**src/rtl/hazard_stall_unit_pkg.sv**
```systemverilog
// Shared encodings for the hazard stall unit: NPC control codes, FSM states,
// stall-depth values and the redirect-class helper.
package hazard_stall_unit_pkg;

   localparam logic [2:0] NPC_PLUS4  = 3'b000;
   localparam logic [2:0] NPC_BRANCH = 3'b001;
   localparam logic [2:0] NPC_JUMP   = 3'b010;
   localparam logic [2:0] NPC_JALR   = 3'b100;

   typedef enum logic {
      HS_RUN  = 1'b0,
      HS_HOLD = 1'b1
   } hs_state_e;

   localparam logic [1:0] NEED_NONE = 2'd0;
   localparam logic [1:0] NEED_ONE  = 2'd1;
   localparam logic [1:0] NEED_TWO  = 2'd2;

   // Branches and JALR resolve in ID, so their operands must be ready a stage early.
   function automatic logic is_id_resolved(input logic [2:0] npc_op);
      return (npc_op == NPC_BRANCH) || (npc_op == NPC_JALR);
   endfunction

endpackage

```
**src/rtl/hazard_stall_unit_need_calc.sv**
```systemverilog
// Combinational stall-depth calculation: how many cycles the ID instruction
// must wait before every operand it reads reaches a bypass point.
module hazard_need_calc
   import hazard_stall_unit_pkg::*;
(
   input  logic [4:0] rs1,
   input  logic [4:0] rs2,
   input  logic       use_rs1,
   input  logic       use_rs2,
   input  logic [2:0] NPCOp,
   input  logic [4:0] ID_EX_rd,
   input  logic       ID_EX_RegWrite,
   input  logic       ID_EX_MemRead,
   input  logic [4:0] EX_MEM_rd,
   input  logic       EX_MEM_MemRead,
   output logic [1:0] need
);

   function automatic logic [1:0] src_need(
      input logic       use_src,
      input logic [4:0] src,
      input logic       is_br,
      input logic [4:0] ex_rd,
      input logic       ex_regwrite,
      input logic       ex_memread,
      input logic [4:0] mem_rd,
      input logic       mem_memread
   );
      logic ex_hit;
      logic mem_hit;
      logic [1:0] res;
      ex_hit  = use_src && (ex_rd != 5'd0) && (ex_rd == src) && (ex_regwrite || ex_memread);
      mem_hit = use_src && (mem_rd != 5'd0) && (mem_rd == src) && mem_memread;
      res = NEED_NONE;
      if (is_br) begin
         if (ex_hit && ex_memread) begin
            res = NEED_TWO;
         end else if (ex_hit || mem_hit) begin
            res = NEED_ONE;
         end else begin
            res = NEED_NONE;
         end
      end else begin
         if (ex_hit && ex_memread) begin
            res = NEED_ONE;
         end else begin
            res = NEED_NONE;
         end
      end
      return res;
   endfunction

   logic       is_br_s;
   logic [1:0] need_rs1_s;
   logic [1:0] need_rs2_s;

   assign is_br_s = is_id_resolved(NPCOp);

   // Per-source depth, then the larger of the two; rs1==rs2 collapses naturally.
   always_comb begin
      need_rs1_s = src_need(use_rs1, rs1, is_br_s, ID_EX_rd, ID_EX_RegWrite, ID_EX_MemRead,
                            EX_MEM_rd, EX_MEM_MemRead);
      need_rs2_s = src_need(use_rs2, rs2, is_br_s, ID_EX_rd, ID_EX_RegWrite, ID_EX_MemRead,
                            EX_MEM_rd, EX_MEM_MemRead);
      if (need_rs1_s > need_rs2_s) begin
         need = need_rs1_s;
      end else begin
         need = need_rs2_s;
      end
   end

endmodule

```
**src/rtl/hazard_stall_unit.sv**
```systemverilog
// Front-end stall controller: holds PC and IF/ID, bubbles ID/EX for as many
// cycles as the operand hazard needs, and flushes IF/ID on a taken redirect.
module hazard_stall_unit
   import hazard_stall_unit_pkg::*;
#(
   parameter int CNT_W = 16
) (
   input  logic             clk,
   input  logic             rstn,
   input  logic [4:0]       rs1,
   input  logic [4:0]       rs2,
   input  logic             use_rs1,
   input  logic             use_rs2,
   input  logic [2:0]       NPCOp,
   input  logic [4:0]       ID_EX_rd,
   input  logic             ID_EX_RegWrite,
   input  logic             ID_EX_MemRead,
   input  logic [4:0]       EX_MEM_rd,
   input  logic             EX_MEM_MemRead,
   input  logic             branch_taken,
   output logic             PC_write,
   output logic             IF_ID_write,
   output logic             IF_ID_flush,
   output logic             ID_EX_bubble,
   output logic             stall_active,
   output logic [CNT_W-1:0] stall_cycles
);

   hs_state_e        state_r;
   logic             cnt_r;
   logic [1:0]       need_s;
   logic             stall_s;
   logic [CNT_W-1:0] stall_cycles_r;

   hazard_need_calc u_need (
      .rs1            (rs1),
      .rs2            (rs2),
      .use_rs1        (use_rs1),
      .use_rs2        (use_rs2),
      .NPCOp          (NPCOp),
      .ID_EX_rd       (ID_EX_rd),
      .ID_EX_RegWrite (ID_EX_RegWrite),
      .ID_EX_MemRead  (ID_EX_MemRead),
      .EX_MEM_rd      (EX_MEM_rd),
      .EX_MEM_MemRead (EX_MEM_MemRead),
      .need           (need_s)
   );

   // HOLD stalls regardless of detection; RUN stalls only while a hazard is seen.
   assign stall_s = (state_r == HS_HOLD) || (need_s != NEED_NONE);

   // Stall FSM: a two-cycle need spends its first cycle in RUN and its second in HOLD.
   always_ff @(posedge clk or negedge rstn) begin
      if (!rstn) begin
         state_r <= HS_RUN;
         cnt_r   <= 1'b0;
      end else begin
         case (state_r)
            HS_RUN: begin
               if (need_s == NEED_TWO) begin
                  state_r <= HS_HOLD;
                  cnt_r   <= 1'b1;
               end else begin
                  state_r <= HS_RUN;
                  cnt_r   <= 1'b0;
               end
            end
            HS_HOLD: begin
               cnt_r <= cnt_r - 1'b1;
               if (cnt_r == 1'b1) begin
                  state_r <= HS_RUN;
               end else begin
                  state_r <= HS_HOLD;
               end
            end
            default: begin
               state_r <= HS_RUN;
               cnt_r   <= 1'b0;
            end
         endcase
      end
   end

   // Mealy output mux; a redirect seen during a stall is ignored.
   always_comb begin
      PC_write     = 1'b1;
      IF_ID_write  = 1'b1;
      ID_EX_bubble = 1'b0;
      stall_active = 1'b0;
      IF_ID_flush  = 1'b0;
      if (stall_s) begin
         PC_write     = 1'b0;
         IF_ID_write  = 1'b0;
         ID_EX_bubble = 1'b1;
         stall_active = 1'b1;
         IF_ID_flush  = 1'b0;
      end else begin
         IF_ID_flush  = branch_taken;
      end
   end

   // Saturating stall-cycle performance counter.
   always_ff @(posedge clk or negedge rstn) begin
      if (!rstn) begin
         stall_cycles_r <= {CNT_W{1'b0}};
      end else if (stall_s && (stall_cycles_r != {CNT_W{1'b1}})) begin
         stall_cycles_r <= stall_cycles_r + {{(CNT_W-1){1'b0}}, 1'b1};
      end else begin
         stall_cycles_r <= stall_cycles_r;
      end
   end

   assign stall_cycles = stall_cycles_r;

endmodule

```
**config.mk**
```make
export PLATFORM = sky130hd
export DESIGN_NAME = hazard_stall_unit
export DESIGN_NICKNAME = d
export VERILOG_FILES = /design/src/rtl/hazard_stall_unit_pkg.sv /design/src/rtl/hazard_stall_unit_need_calc.sv /design/src/rtl/hazard_stall_unit.sv
export SDC_FILE = /design/constraint.sdc
export NUM_CORES = 1
export LEC_CHECK = 0
export ABC_AREA = 1
export CAP_MARGIN = 30
export CORE_ASPECT_RATIO = 1.25
export CORE_UTILIZATION = 50
export DETAILED_ROUTE_END_ITERATION = 8
export PLACE_DENSITY = 0.95
export SYNTH_ARGS = -nofsm -noshare
export SYNTH_HDL_FRONTEND = slang
export SYNTH_SLANG_ARGS = --single-unit
```
**constraint.sdc**
```tcl
create_clock -name clk -period 4.1 [get_ports clk]
set_input_delay 0.615 -clock clk [delete_from_list [all_inputs] [get_ports clk]]
set_output_delay 0.615 -clock clk [all_outputs]
set_load 0.02 [all_outputs]
```
# ---- After elaboration in Yosys (flattened, before gate mapping)
# Cells that the tools add are included.
dict set report op_classes {
  addsub 2
  bitwise_logic 1
  mux 16
  order_cmp 1
  reduce_logical 23
  eq_ne 8
}
# operator n
set op_table {}
lappend op_table {{== test 5 bit} 4}
lappend op_table {{adder 16 x 1 -> 16 bit, second input constant} 1}
lappend op_table {{inequality test 16 bit, second input constant} 1}
lappend op_table {{logical AND 1 bit} 15}
lappend op_table {{two-way mux 2 bit} 5}
lappend op_table {{nonzero test 5 bit} 2}
lappend op_table {{two-way mux 1 bit} 9}
lappend op_table {{logical OR 1 bit} 5}
lappend op_table {{one-hot mux 1 bit (2 select lines)} 2}
lappend op_table {{== test 3 x 1 -> 1 bit, second input constant} 1}
lappend op_table {{== test 3 bit, second input constant} 1}
lappend op_table {{== test 2 bit, second input constant} 1}
lappend op_table {{greater-than comparator 2 bit} 1}
lappend op_table {{nonzero test 2 bit} 1}
lappend op_table {{NOT 1 bit} 1}
lappend op_table {{subtractor 1 bit, second input constant} 1}
dict set report totals {
  output_inout_bits 21
  elab_cells 54
  regBits 18
  inputBits 31
}

# ---- Longest topological paths before layout
dict set report depth {
  ltp_word 13
  ltp_mapped 21
  depth_no_buf 20
}

# ---- By module
# Synthesis repeated with hierarchy kept, for this count alone.
dict set report hier_totals {
  hier_cells 294
  area_unflattened_um2 1731.7
}
# mod seq_area_each_um2 cells_each instances area_each_um2
set by_module_without_submodules {}
lappend by_module_without_submodules {hazard_stall_unit 425.4 161 1 1129.8}
lappend by_module_without_submodules {hazard_need_calc 0.0 133 1 601.8}

# ---- Least setup slack after synthesis
# Ideal clock, no wire load.
dict set report synth_path {
  path_kind {input port to output port}
  start {in rs2[3]}
  end {out PC_write}
  setup_slack_ns 0.959
  required_ns 3.485
  path_stages 17
  path_buffers 2
  arrival_time_ns 2.526
  cell_sequence {inv_1 nor2_1 nor2_1 nand2_1 nor2_2 nand3_1 nand2_1 a21boi_0 ha_1 nand2_1 o21a_1 inv_1 nand3_2 nand3_4 buf_4 inv_1 buf_4}
}
dict set report synth_via {
  elab_chain_cells 12
  word_cells_on_any_way 17
  cone_classes {order compare (1); eq/ne (2); mux (6); reduce/logical (8)}
}
# item line
set synth_lines {}
lappend synth_lines {{start, declared} hazard_stall_unit.sv:11} ;# input logic [4:0] rs2,
lappend synth_lines {{== test 5 bit, on equally long branches} {hazard_stall_unit_need_calc.sv:32, hazard_stall_unit_need_calc.sv:33}}
lappend synth_lines {{logical AND 1 bit, on equally long branches (2 in a row)} {hazard_stall_unit_need_calc.sv:32, hazard_stall_unit_need_calc.sv:33}}
lappend synth_lines {{logical OR 1 bit} hazard_stall_unit_need_calc.sv:38} ;# end else if (ex_hit || mem_hit) begin
lappend synth_lines {{two-way mux 1 bit} hazard_stall_unit_need_calc.sv:38}
lappend synth_lines {{two-way mux 2 bit} hazard_stall_unit_need_calc.sv:36} ;# if (ex_hit && ex_memread) begin
lappend synth_lines {{two-way mux 2 bit (*)} hazard_stall_unit_need_calc.sv:35} ;# if (is_br) begin
lappend synth_lines {{greater-than comparator 2 bit} hazard_stall_unit_need_calc.sv:65} ;# if (need_rs1_s > need_rs2_s) begin
lappend synth_lines {{two-way mux 2 bit (*)} hazard_stall_unit_need_calc.sv:65}
lappend synth_lines {{nonzero test 2 bit (*)} hazard_stall_unit.sv:50} ;# assign stall_s = (state_r == HS_HOLD) || (need_s != NEED_NONE);
lappend synth_lines {{logical OR 1 bit (*)} hazard_stall_unit.sv:50}
lappend synth_lines {{two-way mux 1 bit (*)} -}
lappend synth_lines {{end, declared} hazard_stall_unit.sv:21} ;# output logic PC_write,
# Mark *: on every way between the ends. The rest lies on a longest branch, timed or not.

# ---- Worst setup path in the final report
dict set report layout_path {
  start {in ID_EX_MemRead}
  end {out IF_ID_write}
}
dict set report layout_via {
  elab_chain_cells 11
  word_cells_on_any_way 20
  cone_classes {order compare (1); mux (10); reduce/logical (9)}
}
# item line
set layout_lines {}
lappend layout_lines {{start, declared} hazard_stall_unit.sv:17} ;# input logic ID_EX_MemRead,
lappend layout_lines {{logical OR 1 bit} hazard_stall_unit_need_calc.sv:32} ;# ex_hit = use_src && (ex_rd != 5'd0) && (ex_rd == src) && (ex_regwrite || ex_memread);
lappend layout_lines {{logical AND 1 bit} hazard_stall_unit_need_calc.sv:32}
lappend layout_lines {{logical OR 1 bit} hazard_stall_unit_need_calc.sv:38}
lappend layout_lines {{two-way mux 1 bit} hazard_stall_unit_need_calc.sv:38}
lappend layout_lines {{two-way mux 2 bit} hazard_stall_unit_need_calc.sv:36}
lappend layout_lines {{two-way mux 2 bit} hazard_stall_unit_need_calc.sv:35}
lappend layout_lines {{greater-than comparator 2 bit} hazard_stall_unit_need_calc.sv:65}
lappend layout_lines {{two-way mux 2 bit (*)} hazard_stall_unit_need_calc.sv:65}
lappend layout_lines {{nonzero test 2 bit (*)} hazard_stall_unit.sv:50}
lappend layout_lines {{logical OR 1 bit (*)} hazard_stall_unit.sv:50}
lappend layout_lines {{two-way mux 1 bit (*)} hazard_stall_unit.sv:91} ;# if (stall_s) begin
lappend layout_lines {{end, declared} hazard_stall_unit.sv:22} ;# output logic IF_ID_write,
# Marked as above.

==> results <==
[worst paths after layout]
kind,cells after the start,endpoint,slack (ns)
min in group asynchronous,1,stall_cycles[1],0.76
worst min register to register,1,cnt_r,0.44
worst max register to register,10,stall_cycles[13],2.15
max in group asynchronous,1,stall_cycles[2],2.86
worst max-delay path,16,IF_ID_write,0.46
worst min-delay path,1,cnt_r,0.44
[cells in the final DEF, fill, tap and decap left out, types with 2 or more instances in the layout]
| cell type | n |
|---|---|
| nand4_1 | 2 |
| nor2_2 | 6 |
| dlymetal6s2s_1 | 5 |
| nor2_1 | 23 |
| nand3_2 | 3 |
| nor2_4 | 2 |
| inv_1 | 28 |
| nand3_1 | 23 |
| ha_1 | 4 |
| nor3_1 | 3 |
| xnor2_1 | 12 |
| clkbuf_4 | 3 |
| nand3_4 | 3 |
| xor2_1 | 9 |
| nand2_2 | 3 |
| inv_2 | 2 |
| dfrtp_1 | 17 |
| clkdlybuf4s50_1 | 46 |
| nand2_1 | 96 |
[state kept, by name (all words and copies together) (netlist names)]
register      cells
cnt_r             1
stall_cycles     16
[timing repair]
action,in CTS,in global routing
resized for setup,0,5
endpoints found under the setup margin,0,5
hold endpoints to repair,0,0
[metrics by stage]
stage | area (µm²) | instances
floorplan | 1644 | 250
detailed placement | 2157 | 332
global route | 2197 | 336
CTS | 2185 | 336
finish | 2197 | 336
global placement | 2157 | 332
[power groups by stage]
stage | combinational [µW] | sequential, µW | clock, µW
2_1_floorplan | 123 | 248 | 0
3_3_place_gp | 246 | 227 | 0
3_5_place_dp | 252 | 228 | 0
4_1_cts | 254 | 225 | 92.1
5_1_grt | 279 | 229 | 101
6_report | 252 | 225 | 91.1
[layer usage]
metal / global-route usage / up-vias / wire [µm]
li1: - / 867 / -
met1: 0.2535 / 767 / 1447
met2: 0.4500 / 56 / 2036
met3: 0.03908 / 13 / 177
met4: 0.1349 / 0 / 131
met5: 0 / - / 0
[kinds of logic after synthesis]
kind of cell,count (synthesis),synth area share
simple gates,168,0.4833
compound gates,4,0.01674
fa+ha+maj,4,0.03044
xor+xnor,21,0.1119
flops,17,0.2588
buf+inv,36,0.09893
[area by class of cell]
type,instances,area (µm²)
Tap cell,36,45.04
Clock buffer,3,22.52
Sequential cell,17,425.4
Clock inverter,1,5.005
Fill cell,231,830.8
Inverter,30,112.6
Multi-Input combinational cell,197,1056
Timing Repair Buffer,52,530.5
[worst max-delay path: cells and delay by family]
family / cells / cell delay, ns
fa+ha+maj: 1 / 0.26
buf+inv: 4 / 0.91
simple gates: 9 / 0.89
compound gates: 2 / 0.35
==> results.txt <==
----------------------------------------------------
[Worst setup path]
  Data required, critical path ... 3.48 ns
  Slowest stage cell on the critical path ... clkdlybuf4s50_1
  Start-to-end type of the worst setup path ... primary input to primary output
  Reg-to-reg critical path startpoint ... stall_cycles[1]
  Kind of start point of the critical path ... primary input
  Critical-path maximum fanout ... 11
  Source of the critical timing path ... ID_EX_MemRead
  CP dominant cell by count ... nand2_1
  Worst stage delay on the critical path ... 0.52 ns
  Data arrival at the endpoint of the critical path ... 3.02 ns
  Critical path capture point type ... primary output
  Cells along the critical path ... clkdlybuf4s50_1, nor2_1, nor2_1, nand2_1, nor2_2, nand3_1, nand2_1, a21boi_0, ha_1, nand2_1, o21a_1, inv_1, nand3_2, nand3_4, inv_1, dlymetal6s2s_1

[Logic synthesis]
  Cells after synthesis ... 250
  Commonest cells in the synthesized netlist ... nand2_1, inv_1, nand3_1, nor2_1, dfrtp_1
  Synth async-reset ratio ... 1.000
  Post-synthesis sequential area ratio ... 0.2588
  Synthesized area per cell ... 6.576 µm²
  Biggest area contributors in the synthesized netlist ... dfrtp_1, nand2_1, nand3_1, inv_1, xnor2_1
  Top cell type's share of synthesized area ... 0.2588
  Syn Std Cell Area ... 1644 µm²
  Cell type with the largest total area after synthesis ... dfrtp_1
  Synth warn ... 0
  Synthesized net count ... 285
  Synthesized flop and latch total ... 17
  Count leader, synth ... nand2_1
  Ys flop type ... dfrtp_1
  Number of distinct standard cells referenced by the synthesized netlist ... 27
  Number of synthesized flops with an enable pin ... 0

[STA]
  Number of max-slew violations in the final report ... 0
  Transition time at the pin with the least slew margin ... 0.7749 ns
  Setup-failing EPs final ... 0
  Worst-case hold slack ... 0.4444 ns
  Time the final worst path needs with I/O delays and setup ... 3.635 ns
  Minimum setup slack in the final design ... 0.4649 ns
  Unrepaired setup endpoints after global routing ... no
  Final Hold Vio Count ... 0
  Clock Skew ... 0.006613 ns
  Ratio of final minimum period to clock period ... 0.8866
  Setup TNS ... 0 ns
  Relative slew slack ... 0.4818
  Maximum clock frequency ... 0.2751 GHz

[Detailed routing]
  Avg WL per Cell ... 11.29 µm
  Final routed DRC violation total ... 0
  Post-DR vias/cell ... 5.068
  Antenna-violating nets left ... 0
  Number of design-rule violations left by the first detailed-router iteration ... 52
  Routed wire length ... 3792 µm
  Via Count ... 1703
  First-pass iteration count of the detailed router ... 4

[Global route]
  GR Overflow Total ... 0
  Global-route wire length before repair ... 6527 µm
  GRT Util Overall ... 0.2454
  Initial antenna violation count ... 0
  Vias in the first global route ... 1647
  Pin count of the biggest net entering global routing ... 18

[Final layout]
  Layout area overhead ... 33.64%
  Ratio of cells with drive above 1 in the final layout ... 0.09000
  Number of nets in the layout ... 336
  Count of inserted antenna diode cells ... 0
  Final standard cell utilization of the core ... 0.7256

[Placement]
  RePlAce Congestion ... 0.8366
  Post-detail-place hpwl ... 3080 µm
  Count of buffers from port buffering ... 51
  Post-Place Worst Slack ... 0.08171 ns

[Clock tree]
  Clk slew on worst S/H paths ... 0.09 ns
  Post-CTS Hold Fix Bufs ... 0
  Clock tree from TritonCTS ... yes
  Number of clock buffers inserted by TritonCTS ... 3
  Number of levels the H-tree was split into ... 1
  Later-pin clock latency in the skew report ... 0.30 ns
  Setup Fix Bufs, Post-CTS ... 0
  Root Driver ... clkbuf_4
  Clock Path Buffers ... 2
  Clock sink total ... 17

[Power]
  Total Power ... 568.2 µW
  Power Internal ... 341.6 µW
  Clk network pwr share ... 0.160
  Combinational cell fraction of total power ... 0.444
  Pwr Density ... 258.6 nW/µm²
  Static leakage power ... 0.001110 µW
  Net switching fraction of the power ... 0.3988
  Seq pwr share ... 0.396
  Max VDD drop ... 0.1644 mV
  Switch Pwr ... 226.6 µW

[Floorplan]
  Row cnt ... 22
  Die Outline Area ... 3523 µm²
  Initial Utilization ... 0.5430
  CORE AREA ... 3028 µm²
  Die span in x ... 53.29 µm
  Die Y-Extent ... 66.11 µm
  I/O pin count ... 52

[Hold path]
  Worst hold path startpoint ... cnt_r
  Class of the tightest hold or removal check ... flip-flop to flip-flop

[Run]
  Maximum capacitance violations ... 0

[Status]
  Outcome ... finished, final reports clean

----------------------------------------------------
Note: power is estimated with default switching activity, not from simulation.
==> variant 1 (config.mk and constraints unchanged) <==
Make the reset (`rstn`) synchronous in 2 clocked blocks.
--- a/src/rtl/hazard_stall_unit.sv
+++ b/src/rtl/hazard_stall_unit.sv
@@ -50,7 +50,7 @@
    assign stall_s = (state_r == HS_HOLD) || (need_s != NEED_NONE);
 
    // Stall FSM: a two-cycle need spends its first cycle in RUN and its second in HOLD.
-   always_ff @(posedge clk or negedge rstn) begin
+   always_ff @(posedge clk) begin
       if (!rstn) begin
          state_r <= HS_RUN;
          cnt_r   <= 1'b0;
@@ -100,7 +100,7 @@
    end
 
    // Saturating stall-cycle performance counter.
-   always_ff @(posedge clk or negedge rstn) begin
+   always_ff @(posedge clk) begin
       if (!rstn) begin
          stall_cycles_r <= {CNT_W{1'b0}};
       end else if (stall_s && (stall_cycles_r != {CNT_W{1'b1}})) begin
Behaviour: differs if rstn is asserted again (counterexample within 4 cycles, from zero or initial values and one cycle with rstn low); with rstn held inactive, the same outputs for 10 cycles.
==> variant 1 against the original RTL <==
  * The run now ends with design-rule violations left
  * Design area decreased by 3.5%
  * Synthesized area decreased by 7.2%
  * Hold slack improved by 0.10 ns
  * Die area decreased by 7.0%
  * Setup slack got worse by 0.25 ns
  * Routed wire length decreased by 1.9%
  * Sequential cell count unchanged
  * Via count increased by 6.6%
  * Critical path type unchanged
Power is not compared: it rests on default switching activity, and its combinational part moved more than twofold at a synthesized area within 25%.
==> variant 1: results (changes against the original RTL) <==
HP Class reg -> reg; metal2 WL 2050 um (+0.59%); R2R Setup Slk 1.99 ns (-0.16 ns); crit path to IF_ID_write; root buf cell clkbuf_4; Reg clk slew, reported paths 0.11 ns (+0.02 ns); Peak VDD IR 0.133 mV; Rel. slew slack 58.7% (+11 points); vias in the first global route 1742 (+5.8%); DR WL met3 187 um (+5.6%); Iteration-0 DRC Markers 71 (+37%); Crit Reg-Reg Startpoint stall_cycles[0]; synth cell count leaders nand2_1, nor2_1, inv_1, nand3_1, a21oi_1; ys async rst share 0% (-100 points); detailed-route vias per instance 5.03 (-0.75%); clock latency on the worst-skew pair 0.29 ns; drt pass-1 iters 6 (+2); CP arrival 3.27 ns (+0.25 ns); worst-path fanout max 7 (-4); Static Leak 1.02 nW; CTS max path bufs 2 (unchanged); DR DRC count 2 (+2); Placer Congestion 0.886 (+5.9%); r2r worst-path depth 13 (+3); fin util 72.7% (+0.12 points); Synth Instances 267 (+6.8%); Post-DP HPWL 3080 um (about the same); fillers 252 (+9.1%); GRT Overall Usage 25.3% (+0.81 points); Met1 Wirelength 1420 um (-1.7%); first-pass GRT wire length 6630 um (+1.6%); Num CTS Buffers 3 (unchanged); syn_nets 302 (+6.0%); largest cells by area after synthesis dfxtp_1, nand2_1, nor2_1; RR Endpoint stall_cycles[15]; Post-Route Skew 0.0144 ns (+0.00777 ns); post-synthesis cell type count 29 (+7.4%); Seq/Total Area, Yosys 22.3% (-3.6 points); WL per Instance 10.3 um (-8.7%); largest net degree at the start of global routing 28 (+10); share of post-route cells with drive strength above 1 8.00% (-1.0 points); status complete, but fails checks; final net count 361 (+7.4%); failing checks design-rule violations; Max Used Layer met4; initial antenna violation count 0 (unchanged); Post-synth top flop dfxtp_1; routed via count 1816 (+6.6%); worst hold path depth 2 (+1); number of routed nets with antenna violations 0 (unchanged); Largest register FFs 16 (unchanged)
-- variant 1: changes by cell type after synthesis, sizes merged, moves of 10 or more --
| cell | unedited run | this run |
|---|---|---|
| a21oi | 1 | 18 |
| nor2 | 31 | 44 |
| inv | 30 | 40 |
| dfxtp | 0 | 17 |
| nand2 | 100 | 83 |
| dfrtp | 17 | 0 |
-- variant 1: worst max-delay path: cells and delay by family --
kind | cells | cell delay (ns)
and+or+nand+nor | 9 | 1.23
buffers and inverters | 5 | 0.98
adders and majority gates | 1 | 0.31
AOI/OAI and AO/OA | 1 | 0.14
-- variant 1: cells by family (layout without fill, tap and decap cells) --
group | Yosys count | after routing | share of synthesized area [%]
adder cells (fa/ha/maj) | 4 | 4 | 3.28
flip-flops | 17 | 17 | 22.3
XOR/XNOR | 8 | 8 | 4.59
buffers and inverters | 47 | 105 | 13.7
AO/OA/AOI/OAI | 22 | 22 | 7.63
AND/OR/NAND/NOR | 169 | 169 | 48.5
-- variant 1: power breakdown --
group / switching, W / total [W] / internal [W]
logic: 0.0000518 / 0.000107 / 0.0000547
registers: 0.00000111 / 0.000167 / 0.000166
clock network: 0.0000537 / 0.0000900 / 0.0000363
total: 0.000107 / 0.000364 / 0.000257
-- variant 1: area by class of cell --
class	instances	area (sq um)	area share, %
clock buffers	3	22.5	1.06
inverters	40	150	7.08
multi-input cells	203	982	46.3
clock inverters	1	5.00	0.236
flip-flops and latches	17	340	16.0
repair buffers	61	576	27.1
well taps	36	45.0	2.12
-- variant 1: how the worst min path moves through the flow --
stage               startpoint               to  slack [ns]
6_report       stall_cycles[6]  stall_cycles[6]        0.55
5_1_grt        stall_cycles[6]  stall_cycles[6]        0.58
4_1_cts        stall_cycles[6]  stall_cycles[6]        0.55
3_5_place_dp   stall_cycles[6]  stall_cycles[6]        0.53
3_3_place_gp   stall_cycles[1]  stall_cycles[1]        0.52
2_1_floorplan          state_r          state_r        0.52
-- variant 1: what timing repair did --
action / in CTS / in global routing
buffers inserted: 0 / 0
hold buffers: 0 / 0
cloned: 0 / 0
resized for setup: 5 / 4
setup endpoints to repair: 5 / 5
-- variant 1: per-layer routing --
metal  track usage (%)  up-vias
met1              26.3      790
met5                 0        -
met4              10.8        0
li1                  -      952
met3              4.29        8
met2              47.9       66
-- variant 1: stage by stage --
stage               hold WS [ns]  TNS [ns]  area [sq um]  setup slack, ns  total power (W)
global route               0.578         0          2120           0.0390         0.000387
detailed placement         0.530    -0.606          2100           -0.149         0.000279
finish                     0.546         0          2120            0.211         0.000364
global placement           0.522   -0.0551          2100          -0.0310         0.000275
CTS                        0.545         0          2120            0.131         0.000366
floorplan                  0.521         0          1530            0.749         0.000225
==> variant 2 (same settings) <==
Without the edit above. Set the parameter `CNT_W` to 14 (it was 16).
--- a/src/rtl/hazard_stall_unit.sv
+++ b/src/rtl/hazard_stall_unit.sv
@@ -3,7 +3,7 @@
 module hazard_stall_unit
    import hazard_stall_unit_pkg::*;
 #(
-   parameter int CNT_W = 16
+   parameter int CNT_W = 14
 ) (
    input  logic             clk,
    input  logic             rstn,
Interface: changed (resized stall_cycles); port bits go from 52 to 50. No check against the original RTL was run, so the function may have changed too.
==> variant 2 against the original RTL <==
  * Design area rose by 2.3%
  * Utilization is 2.8 points lower
  * Routed wire length increased by 10%
  * Total power down 5.8%
  * Sequential share of layout area shrank 2.7 points
  * Sequential cell count fell by 2
  * Synthesized area rose by 2.4%
  * First-iteration DRC count increased by 31%
  * Combinational power is 13% lower
  * Setup slack worse by 0.047 ns
  * Largest power group unchanged
==> variant 2: results (changes against the original RTL) <==
status finished clean; syn_nets 293 (+2.8%); detailed-route vias per instance 5.24 (+3.5%); post-synth top area share 22.3% (-3.6 points); WL per Instance 12.1 um (+7.6%); Reg clk slew, reported paths 0.06 ns (-0.03 ns); RR Endpoint stall_cycles[5]; R2R Setup Slk 2.01 ns (-0.14 ns); Worst-Margin Slew 0.663 ns (-0.112 ns); root buf cell clkbuf_8; share of post-route cells with drive strength above 1 16.2% (+7.2 points); placed insts 341 (+2.7%); r2r worst-path depth 8 (-2); largest net degree at the start of global routing 16 (-2); drt pass-1 iters 5 (+1); Num CTS Buffers 3 (unchanged); number of port buffers 49 (-3.9%); Seq/Total Area, Yosys 22.3% (-3.6 points); Post-DP HPWL 3310 um (+7.4%); fillers 239 (+3.5%); CTS max path bufs 2 (unchanged); Total Wirelength 4190 um (+10%); clock latency on the worst-skew pair 0.26 ns (-0.04 ns); Post-DP Area 0.00218 sq mm (+0.99%); Min Hold Slack 0.456 ns (+0.0119 ns); HP Class reg -> reg; Placer Congestion 0.886 (+5.9%); Largest register FFs 14 (-2); CP arrival 3.07 ns (+0.05 ns); Synth Instances 258 (+3.2%); Peak VDD IR 0.223 mV (+36%); die width 53.9 um (+1.2%); ys async rst share 100% (unchanged); Antenna diodes 0 (unchanged); first-pass GRT wire length 6970 um (+6.8%); largest cells by area after synthesis dfrtp_1, nand2_1, nand2_2; Static Leak 1.16 nW (+4.1%); CTS H-tree depth 1 (unchanged); vias in the first global route 1822 (+11%); Internal 0.000332 W (-2.7%); synth cell count leaders nand2_1, inv_1, nor2_1, nand2_2, nand3_1; Crit Reg-Reg Startpoint stall_cycles[3]; GRT Overall Usage 26.1% (+1.5 points); Post-Route Skew 0.00264 ns (-0.00398 ns); Iteration-0 DRC Markers 68 (+31%); worst-path fanout max 5 (-6)
[variant 2: cell count changes after synthesis, moves of 3 or more]
cell,before,now
nand2_1,96,71
nor2_1,23,28
inv_1,28,39
xnor2_1,12,9
nand4_2,0,3
nand2_2,3,25
[variant 2: per-layer routing]
metal,global-route usage [%],share of wire [%],vias to the layer above
met1,23.7,36,806
met3,4.57,5.1,20
met2,49.8,55,94
li1,-,-,889
met4,16.8,3.2,0
met5,0,0,-
[variant 2: cell type report]
cell class              count  area share, %
well taps                  37           2.06
inverters                  41           6.85
clock buffers               3           1.84
clock inverters             1          0.223
repair buffers             51           23.2
multi-input cells         197           49.2
flip-flops and latches     15           16.7
[variant 2: power by group through the flow]
| stage | combinational, W | sequential, W | clock, W |
|---|---|---|---|
| floorplan | 0.000105 | 0.000206 | 0 |
| global placement | 0.000208 | 0.000191 | 0 |
| detailed placement | 0.000217 | 0.000192 | 0 |
| CTS | 0.000220 | 0.000189 | 0.000123 |
| global route | 0.000244 | 0.000192 | 0.000132 |
| finish | 0.000220 | 0.000190 | 0.000125 |
[variant 2: cells by family after synthesis]
family | after synthesis | synth area share (%)
and+or+nand+nor | 172 | 51.8
DFF | 15 | 22.3
AOI/OAI and AO/OA | 3 | 1.04
xor gates and xnor gates | 18 | 9.36
buffers and inverters | 46 | 12.6
adders and majority gates | 4 | 2.97
[variant 2: how the worst max path moves through the flow]
stage / startpoint / endpoint / cells after the start
floorplan: ID_EX_rd[1] / IF_ID_flush / 15
global placement: ID_EX_rd[3] / IF_ID_flush / 15
detailed placement: ID_EX_rd[3] / IF_ID_flush / 15
CTS: ID_EX_rd[3] / IF_ID_flush / 15
global route: ID_EX_rd[1] / IF_ID_flush / 16
finish: ID_EX_rd[0] / IF_ID_flush / 15
[variant 2: what timing repair did]
| action | CTS | global route |
|---|---|---|
| hold buffers | 0 | 0 |
| gates resized for setup | 0 | 7 |
| endpoints found under the setup margin | 0 | 5 |
[variant 2: stage by stage]
| stage | utilization (%) | setup slack [ns] | power, W |
|---|---|---|---|
| floorplan | - | 0.921 | 0.000311 |
| global placement | 67.6 | 0.149 | 0.000399 |
| detailed placement | 67.6 | 0.0219 | 0.000408 |
| CTS | 69.0 | 0.0205 | 0.000532 |
| global route | 69.7 | 0.215 | 0.000568 |
| finish | 69.7 | 0.418 | 0.000535 |
[variant 2: worst max-delay path, cell delays in order]
cell and delay, ns:
clkdlybuf4s50_1 0.49, xnor2_1 0.24, nand2_2 0.07, nor2_2 0.12
nand3_2 0.09, nor2_1 0.15, inv_1 0.06, ha_1 0.30
nor2_1 0.11, o21a_1 0.18, inv_1 0.08, nand4_2 0.13
nand3_4 0.11, nor2_1 0.10, dlymetal6s2s_1 0.22
